===== config.mk =====
export PLATFORM = sky130hd
export DESIGN_NAME = uart_tx_wb_flat
export DESIGN_NICKNAME = d
export VERILOG_FILES = /design/src/rtl/uart_tx_wb_if.sv /design/src/rtl/uart_tx_wb.sv /design/src/flat_wrapper.sv
export SDC_FILE = /design/constraint.sdc
export NUM_CORES = 1
export LEC_CHECK = 0
export CAP_MARGIN = 20
export CELL_PAD_IN_SITES_DETAIL_PLACEMENT = 1
export CELL_PAD_IN_SITES_GLOBAL_PLACEMENT = 1
export CORE_MARGIN = 2
export CORE_UTILIZATION = 40
export DETAILED_ROUTE_END_ITERATION = 8
export GPL_ROUTABILITY_DRIVEN = 0
export PLACE_DENSITY = 0.82
export SYNTH_ARGS = -nofsm -noshare
export SYNTH_HDL_FRONTEND = slang
export SYNTH_SLANG_ARGS = --single-unit

===== constraint.sdc =====
create_clock -name CLK_I -period 3.3 [get_ports CLK_I]
set_input_delay 0.825 -clock CLK_I [delete_from_list [all_inputs] [get_ports CLK_I]]
set_output_delay 0.825 -clock CLK_I [all_outputs]
set_load 0.02 [all_outputs]

===== src/rtl/uart_tx_wb_if.sv =====
// Wishbone request/response bundle for the uart_tx_wb register port.
interface uart_tx_wb_if;
  logic        CYC_I;
  logic        STB_I;
  logic        WR_I;
  logic [2:0]  ADR_I;
  logic [31:0] DAT_I;
  logic [31:0] DAT_O;
  logic        ACK_O;

  modport master (output CYC_I, STB_I, WR_I, ADR_I, DAT_I, input DAT_O, ACK_O);
  modport slave  (input CYC_I, STB_I, WR_I, ADR_I, DAT_I, output DAT_O, ACK_O);
endinterface


===== src/rtl/uart_tx_wb.sv =====
// Wishbone-mapped 8N1/8N2 UART transmitter with TX FIFO and watermark interrupt.
module uart_tx_wb #(
  parameter int unsigned CLOCK_FREQ_HZ = 100000000,
  parameter int unsigned BAUD_RATE     = 115200,
  parameter int unsigned FIFO_DEPTH    = 8
) (
  input  logic         CLK_I,
  input  logic         RST_I,
  uart_tx_wb_if.slave  bus,
  output logic         txd,
  output logic         irq
);
  localparam int unsigned PW = (FIFO_DEPTH > 1) ? $clog2(FIFO_DEPTH) : 1;
  localparam int unsigned CW = $clog2(FIFO_DEPTH) + 1;
  localparam logic [15:0]   DIV_RST  = 16'(CLOCK_FREQ_HZ / BAUD_RATE - 1);
  localparam logic [PW-1:0] PTR_LAST = PW'(FIFO_DEPTH - 1);
  localparam logic [CW-1:0] CNT_FULL = CW'(FIFO_DEPTH);

  typedef enum logic [1:0] {IDLE, START, DATA, STOP} state_t;

  state_t        state;
  logic          txen, nstop, ie_txwm;
  logic [2:0]    txcnt;
  logic [15:0]   div;
  logic [7:0]    mem [FIFO_DEPTH];
  logic [PW-1:0] wptr, rptr;
  logic [CW-1:0] count;
  logic [15:0]   cnt;
  logic [2:0]    bidx;
  logic [7:0]    shreg;
  logic          stop2;

  logic        accept, wr, full, empty, push, pop, bit_end, frame_end, below_wm;
  logic [31:0] rdata;
  logic        unused_dat;

  assign unused_dat = &{1'b0, bus.DAT_I[31:19]};

  always_comb begin
    accept    = bus.CYC_I & bus.STB_I & ~bus.ACK_O;
    wr        = accept & bus.WR_I;
    full      = (count == CNT_FULL);
    empty     = (count == '0);
    below_wm  = 32'(count) < 32'(txcnt);
    push      = wr && (bus.ADR_I == 3'b000) && !full;
    bit_end   = (cnt == '0);
    // Frame ends at the close of the last stop bit; nstop is sampled at the first stop boundary.
    frame_end = (state == STOP) && bit_end && (stop2 || !nstop);
    pop       = txen && !empty && ((state == IDLE) || frame_end);
    rdata     = '0;
    case (bus.ADR_I)
      3'b000:  rdata[31]    = full;
      3'b010:  rdata        = {13'b0, txcnt, 14'b0, nstop, txen};
      3'b100:  rdata[0]     = ie_txwm;
      3'b101:  rdata[0]     = below_wm;
      3'b110:  rdata[15:0]  = div;
      default: rdata        = '0;
    endcase
  end

  always_ff @(posedge CLK_I) begin
    if (push) mem[wptr] <= bus.DAT_I[7:0];
  end

  always_ff @(posedge CLK_I) begin
    if (RST_I) begin
      bus.ACK_O <= 1'b0;
      bus.DAT_O <= '0;
      txen      <= 1'b0;
      nstop     <= 1'b0;
      txcnt     <= '0;
      ie_txwm   <= 1'b0;
      div       <= DIV_RST;
      wptr      <= '0;
      rptr      <= '0;
      count     <= '0;
      irq       <= 1'b0;
    end else begin
      bus.ACK_O <= accept;
      bus.DAT_O <= (accept && !bus.WR_I) ? rdata : '0;
      if (wr) begin
        case (bus.ADR_I)
          3'b010: begin
            txen  <= bus.DAT_I[0];
            nstop <= bus.DAT_I[1];
            txcnt <= bus.DAT_I[18:16];
          end
          3'b100:  ie_txwm <= bus.DAT_I[0];
          3'b110:  div     <= bus.DAT_I[15:0];
          default: ;
        endcase
      end
      if (push) wptr <= (wptr == PTR_LAST) ? '0 : wptr + PW'(1);
      if (pop)  rptr <= (rptr == PTR_LAST) ? '0 : rptr + PW'(1);
      case ({push, pop})
        2'b10:   count <= count + CW'(1);
        2'b01:   count <= count - CW'(1);
        default: ;
      endcase
      irq <= ie_txwm & below_wm;
    end
  end

  always_ff @(posedge CLK_I) begin
    if (RST_I) begin
      state <= IDLE;
      txd   <= 1'b1;
      cnt   <= '0;
      bidx  <= '0;
      shreg <= '0;
      stop2 <= 1'b0;
    end else begin
      case (state)
        IDLE: begin
          if (pop) begin
            state <= START;
            txd   <= 1'b0;
            cnt   <= div;
            shreg <= mem[rptr];
          end
        end
        START: begin
          if (bit_end) begin
            state <= DATA;
            txd   <= shreg[0];
            cnt   <= div;
            bidx  <= '0;
          end else begin
            cnt <= cnt - 16'd1;
          end
        end
        DATA: begin
          if (bit_end) begin
            cnt <= div;
            if (bidx == 3'd7) begin
              state <= STOP;
              txd   <= 1'b1;
              stop2 <= 1'b0;
            end else begin
              bidx  <= bidx + 3'd1;
              shreg <= shreg >> 1;
              txd   <= shreg[1];
            end
          end else begin
            cnt <= cnt - 16'd1;
          end
        end
        STOP: begin
          if (bit_end) begin
            // Chaining straight into START keeps back-to-back frames gap-free.
            if (frame_end) begin
              if (pop) begin
                state <= START;
                txd   <= 1'b0;
                cnt   <= div;
                shreg <= mem[rptr];
              end else begin
                state <= IDLE;
              end
            end else begin
              stop2 <= 1'b1;
              cnt   <= div;
            end
          end else begin
            cnt <= cnt - 16'd1;
          end
        end
        default: state <= IDLE;
      endcase
    end
  end
endmodule

===== src/flat_wrapper.sv =====
// flat-port wrapper written by rule: the top's interface ports become plain ports
module uart_tx_wb_flat 
#(
  parameter int unsigned CLOCK_FREQ_HZ = 100000000,
  parameter int unsigned BAUD_RATE     = 115200,
  parameter int unsigned FIFO_DEPTH    = 8
)
  (CLK_I, RST_I, txd, irq, bus_CYC_I, bus_STB_I, bus_WR_I, bus_ADR_I, bus_DAT_I, bus_DAT_O, bus_ACK_O);
  uart_tx_wb_if bus_i ();
  input  logic CLK_I;
  input  logic RST_I;
  output logic txd;
  output logic irq;
  input wire logic [$bits(bus_i.CYC_I)-1:0] bus_CYC_I;
  input wire logic [$bits(bus_i.STB_I)-1:0] bus_STB_I;
  input wire logic [$bits(bus_i.WR_I)-1:0] bus_WR_I;
  input wire logic [$bits(bus_i.ADR_I)-1:0] bus_ADR_I;
  input wire logic [$bits(bus_i.DAT_I)-1:0] bus_DAT_I;
  output wire logic [$bits(bus_i.DAT_O)-1:0] bus_DAT_O;
  output wire logic [$bits(bus_i.ACK_O)-1:0] bus_ACK_O;
  assign bus_i.CYC_I = bus_CYC_I;
  assign bus_i.STB_I = bus_STB_I;
  assign bus_i.WR_I = bus_WR_I;
  assign bus_i.ADR_I = bus_ADR_I;
  assign bus_i.DAT_I = bus_DAT_I;
  assign bus_DAT_O = bus_i.DAT_O;
  assign bus_ACK_O = bus_i.ACK_O;
  uart_tx_wb #(.CLOCK_FREQ_HZ(CLOCK_FREQ_HZ), .BAUD_RATE(BAUD_RATE), .FIFO_DEPTH(FIFO_DEPTH)) u_core (.CLK_I(CLK_I), .RST_I(RST_I), .bus(bus_i), .txd(txd), .irq(irq));
endmodule

==> flow_summary.yaml <==
layout:
  multi_input_area_um2: 3000
  drive_gt1_share_pct: 14.4
  final_cell_count_no_fill: 940
  utilization_pct: 49.0
  fill_cells: 1863
  diodes: 0
  area_growth_pct: 20.9
  register_area_um2: 3680
  nets: 759
global_routing:
  track_usage_pct: 22.9
  grt_max_degree: 27
  gr-total-overflow: 0
  grt_pass1_wl_mm: 31.7
  antenna_found_initial: 0
  first_global_vias: 5732
clock_network:
  cts.path.max_buffers: 2
  tritoncts.num_buffers: 17
  cts_setup_buffers: 0
  hold_buffers: 0
  cts_sinks: 152
  cts_resized: 0
  htree_levels: 4
  root_buffer: "clkbuf_16"
  clkSlewWorstSetupHoldPaths_ns: 0.06
  clock_latency_ns: 0.43
  cts_tree: "built"
timing:
  rsz0062_at_grt: "false"
  relSlewSlack_pct: 44.0
  fmax_mhz: 317
  maxSlewViolCount: 0
  setup_violations: 0
  period_share_pct: 95.5
  fin_tns_setup_ns: 0
  holdWs_ns: 0.465
  finClkSkew_ns: 0.00645
  finalCriticalPeriod_ns: 3.15
  worst_pin_slew_ns: 0.839
  hold_violations: 0
floorplanning:
  row_count: 48
  die_x_um: 136
  initial_utilization_pct: 40.5
  die_h_um: 136
  die-area_um2: 18500
  ios: 75
  coreArea_um2: 17200
status:
  status: "finished, final reports clean"
synthesis:
  ys_ff_latch: 152
  synth_top_family_by_area: "simple AND/OR/NAND/NOR gates"
  syn_inst: 641
  synthSimpleGateAreaFrac_pct: 15.7
  synth_fa_ha_area_share_pct: 3.06
  syn_area_um2: 6960
  yosysWarnings: 0
  muxShareOfSynthArea_pct: 9.93
  synthXorXnorAreaFrac_pct: 1.76
  synth_compound_area_share_pct: 11.9
  avgSynthCellArea_um2: 10.9
  synth_flop_cell: "dfxtp_1"
  ys_seq_area_share_pct: 52.9
  ys_async_sr_fraction_pct: 0
  synth.distinct_cells: 75
  synth_edf_count: 64
detailed_routing:
  vias_per_cell: 5.70
  drt_pass1_iterations: 5
  drt_iter0_drc: 316
  vias: 5355
  drc: 0
  wl_per_cell_um: 21.5
  routed_wl_mm: 20.2
  postRouteAntennaNets: 0
min_path:
  hold_path.startpoint: "u_core.shreg[3]"
  hold_class: "reg2reg"
  whs_endpoint: "u_core.shreg[3]"
  hold_depth: 2
critical_path:
  cp_max_fo: 2
  crit_arrival_ns: 3.50
  r2r_setup_slack_ns: 0.23
  worstPathRequired_ns: 3.65
  reg2reg_depth: 13
  path_class: "in2reg"
  r2r-end: "u_core.count[2]"
  end_kind: "register"
  startpoint_type: "primary input"
  timing.rr.start: "u_core.cnt[0]"
run:
  cap_violations: 0
pwr:
  vdd_ir_drop_max_mv: 0.393
  p_leak_nw: 3.11
  powerDensity_nw_per_um2: 576
placed_design:
  dp.final_hpwl_mm: 13.5
  dp_cells: 908
  io_buffers: 49
[per-stage QoR]
| step | setup WS [ns] | cell area (um^2) | power, mW |
|---|---|---|---|
| after floorplan | 0.120 | 7000 | 2.51 |
| after global placement | -0.0499 | 7760 | 2.67 |
| after detailed placement | -0.276 | 7760 | 2.71 |
| after CTS | 0.142 | 8410 | 4.86 |
| after global routing | 0.0394 | 8410 | 5.00 |
| final | 0.149 | 8410 | 4.85 |
[per-layer routing]
metal	track usage [%]	routed length, um
met1	27.7	8260
met2	40.5	10500
met3	3.84	863
met4	9.14	541
met5	0	0
[registers in the layout, summed over array words and instances, names as in the netlist, 4 cells and up, named ones only]
name and cells:
u_core.bus.DAT_O 20, u_core.cnt 16, u_core.count 4, u_core.div 16, u_core.mem 64, u_core.shreg 8
[power breakdown]
| group | leakage (nW) | internal, mW | switching (mW) |
|---|---|---|---|
| Sequential | 1.28 | 1.98 | 0.0236 |
| Clock | 0.300 | 1.34 | 0.809 |
| Combinational | 1.52 | 0.243 | 0.452 |
| Total | 3.11 | 3.56 | 1.29 |
[layout make-up]
type                    count  share of cell area [%]
clock buffers              17                    5.06
clock inverters            15                    2.66
flip-flops and latches    152                    43.8
multi-input cells         431                    35.7
well taps                 225                    3.35
repair buffers             81                    8.63
inverters                  19                   0.848
[worst max-delay path, stage by stage]
cell and delay, ns:
clkdlybuf4s50_1 0.44, or2_2 0.33, a2111oi_2 0.39, inv_1 0.12, ha_1 0.23, xor2_1 0.16
ha_1 0.22, a21oi_1 0.17, xor2_1 0.10, or3_1 0.33, a21oi_1 0.17
[cells in the mapped netlist (3+ instances only)]
cell | n | area share (%)
clkbuf_1 | 28 | 1.5
ha_1 | 17 | 3.1
mux2_2 | 8 | 1.3
nor3_1 | 10 | 0.72
inv_1 | 18 | 0.97
nor4_1 | 3 | 0.27
mux4_2 | 16 | 5.2
and2_1 | 15 | 1.3
xor2_1 | 10 | 1.3
nand4_1 | 6 | 0.54
a211oi_1 | 4 | 0.43
a21o_1 | 4 | 0.43
nand2b_1 | 5 | 0.45
dfxtp_1 | 88 | 25
nand2_1 | 74 | 4.0
o22ai_1 | 7 | 0.63
xnor2_1 | 4 | 0.50
a211o_1 | 4 | 0.50
nor2b_1 | 4 | 0.36
a22oi_1 | 3 | 0.32
nand3_1 | 15 | 1.1
mux2i_1 | 24 | 3.5
and3_1 | 5 | 0.45
o211ai_1 | 4 | 0.43
edfxtp_1 | 64 | 28
or3_1 | 6 | 0.54
a21oi_1 | 45 | 3.2
o21a_1 | 3 | 0.32
nor2_1 | 49 | 2.6
buf_1 | 3 | 0.16
buf_2 | 5 | 0.36
o21ai_0 | 23 | 1.7
buf_4 | 12 | 1.3
a311oi_1 | 3 | 0.38
nand3b_1 | 5 | 0.54
[cells in the final DEF (no fill, tap or decap), types with 3 or more instances in the layout]
master,instances
a211o_1,4
a211oi_1,4
a21o_1,4
a21oi_1,45
a22oi_1,3
a311oi_1,3
and2_1,15
and3_1,5
buf_4,32
bufinv_16,5
clkbuf_16,17
clkdlybuf4s50_1,48
clkinvlp_4,4
conb_1,12
dfxtp_1,88
edfxtp_1,64
ha_1,17
inv_1,18
mux2_2,8
mux2i_1,24
mux4_2,16
nand2_1,74
nand2b_1,5
nand3_1,15
nand3b_1,5
nand4_1,6
nor2_1,49
nor2b_1,4
nor3_1,10
nor4_1,3
o211ai_1,4
o21a_1,3
o21ai_0,23
o22ai_1,7
or3_1,6
xnor2_1,4
xor2_1,10
[how the worst max path moves through the flow]
stage | end | from | depth (start not counted)
finish | u_core.count[2] | bus_ADR_I[1] | 11
global route | u_core.count[2] | bus_ADR_I[1] | 11
CTS | u_core.count[2] | bus_ADR_I[1] | 11
detailed placement | u_core.count[2] | bus_ADR_I[1] | 11
global placement | u_core.count[2] | bus_ADR_I[1] | 11
floorplan | u_core.count[2] | bus_ADR_I[1] | 10
[cell families after synthesis]
group / Yosys count
AOI/OAI and AO/OA: 123
xor gates and xnor gates: 14
adders and majority gates: 17
buffers and inverters: 69
DFF: 152
muxes: 48
other: 1
and+or+nand+nor: 217
Note: power is estimated with default switching activity, not from simulation.
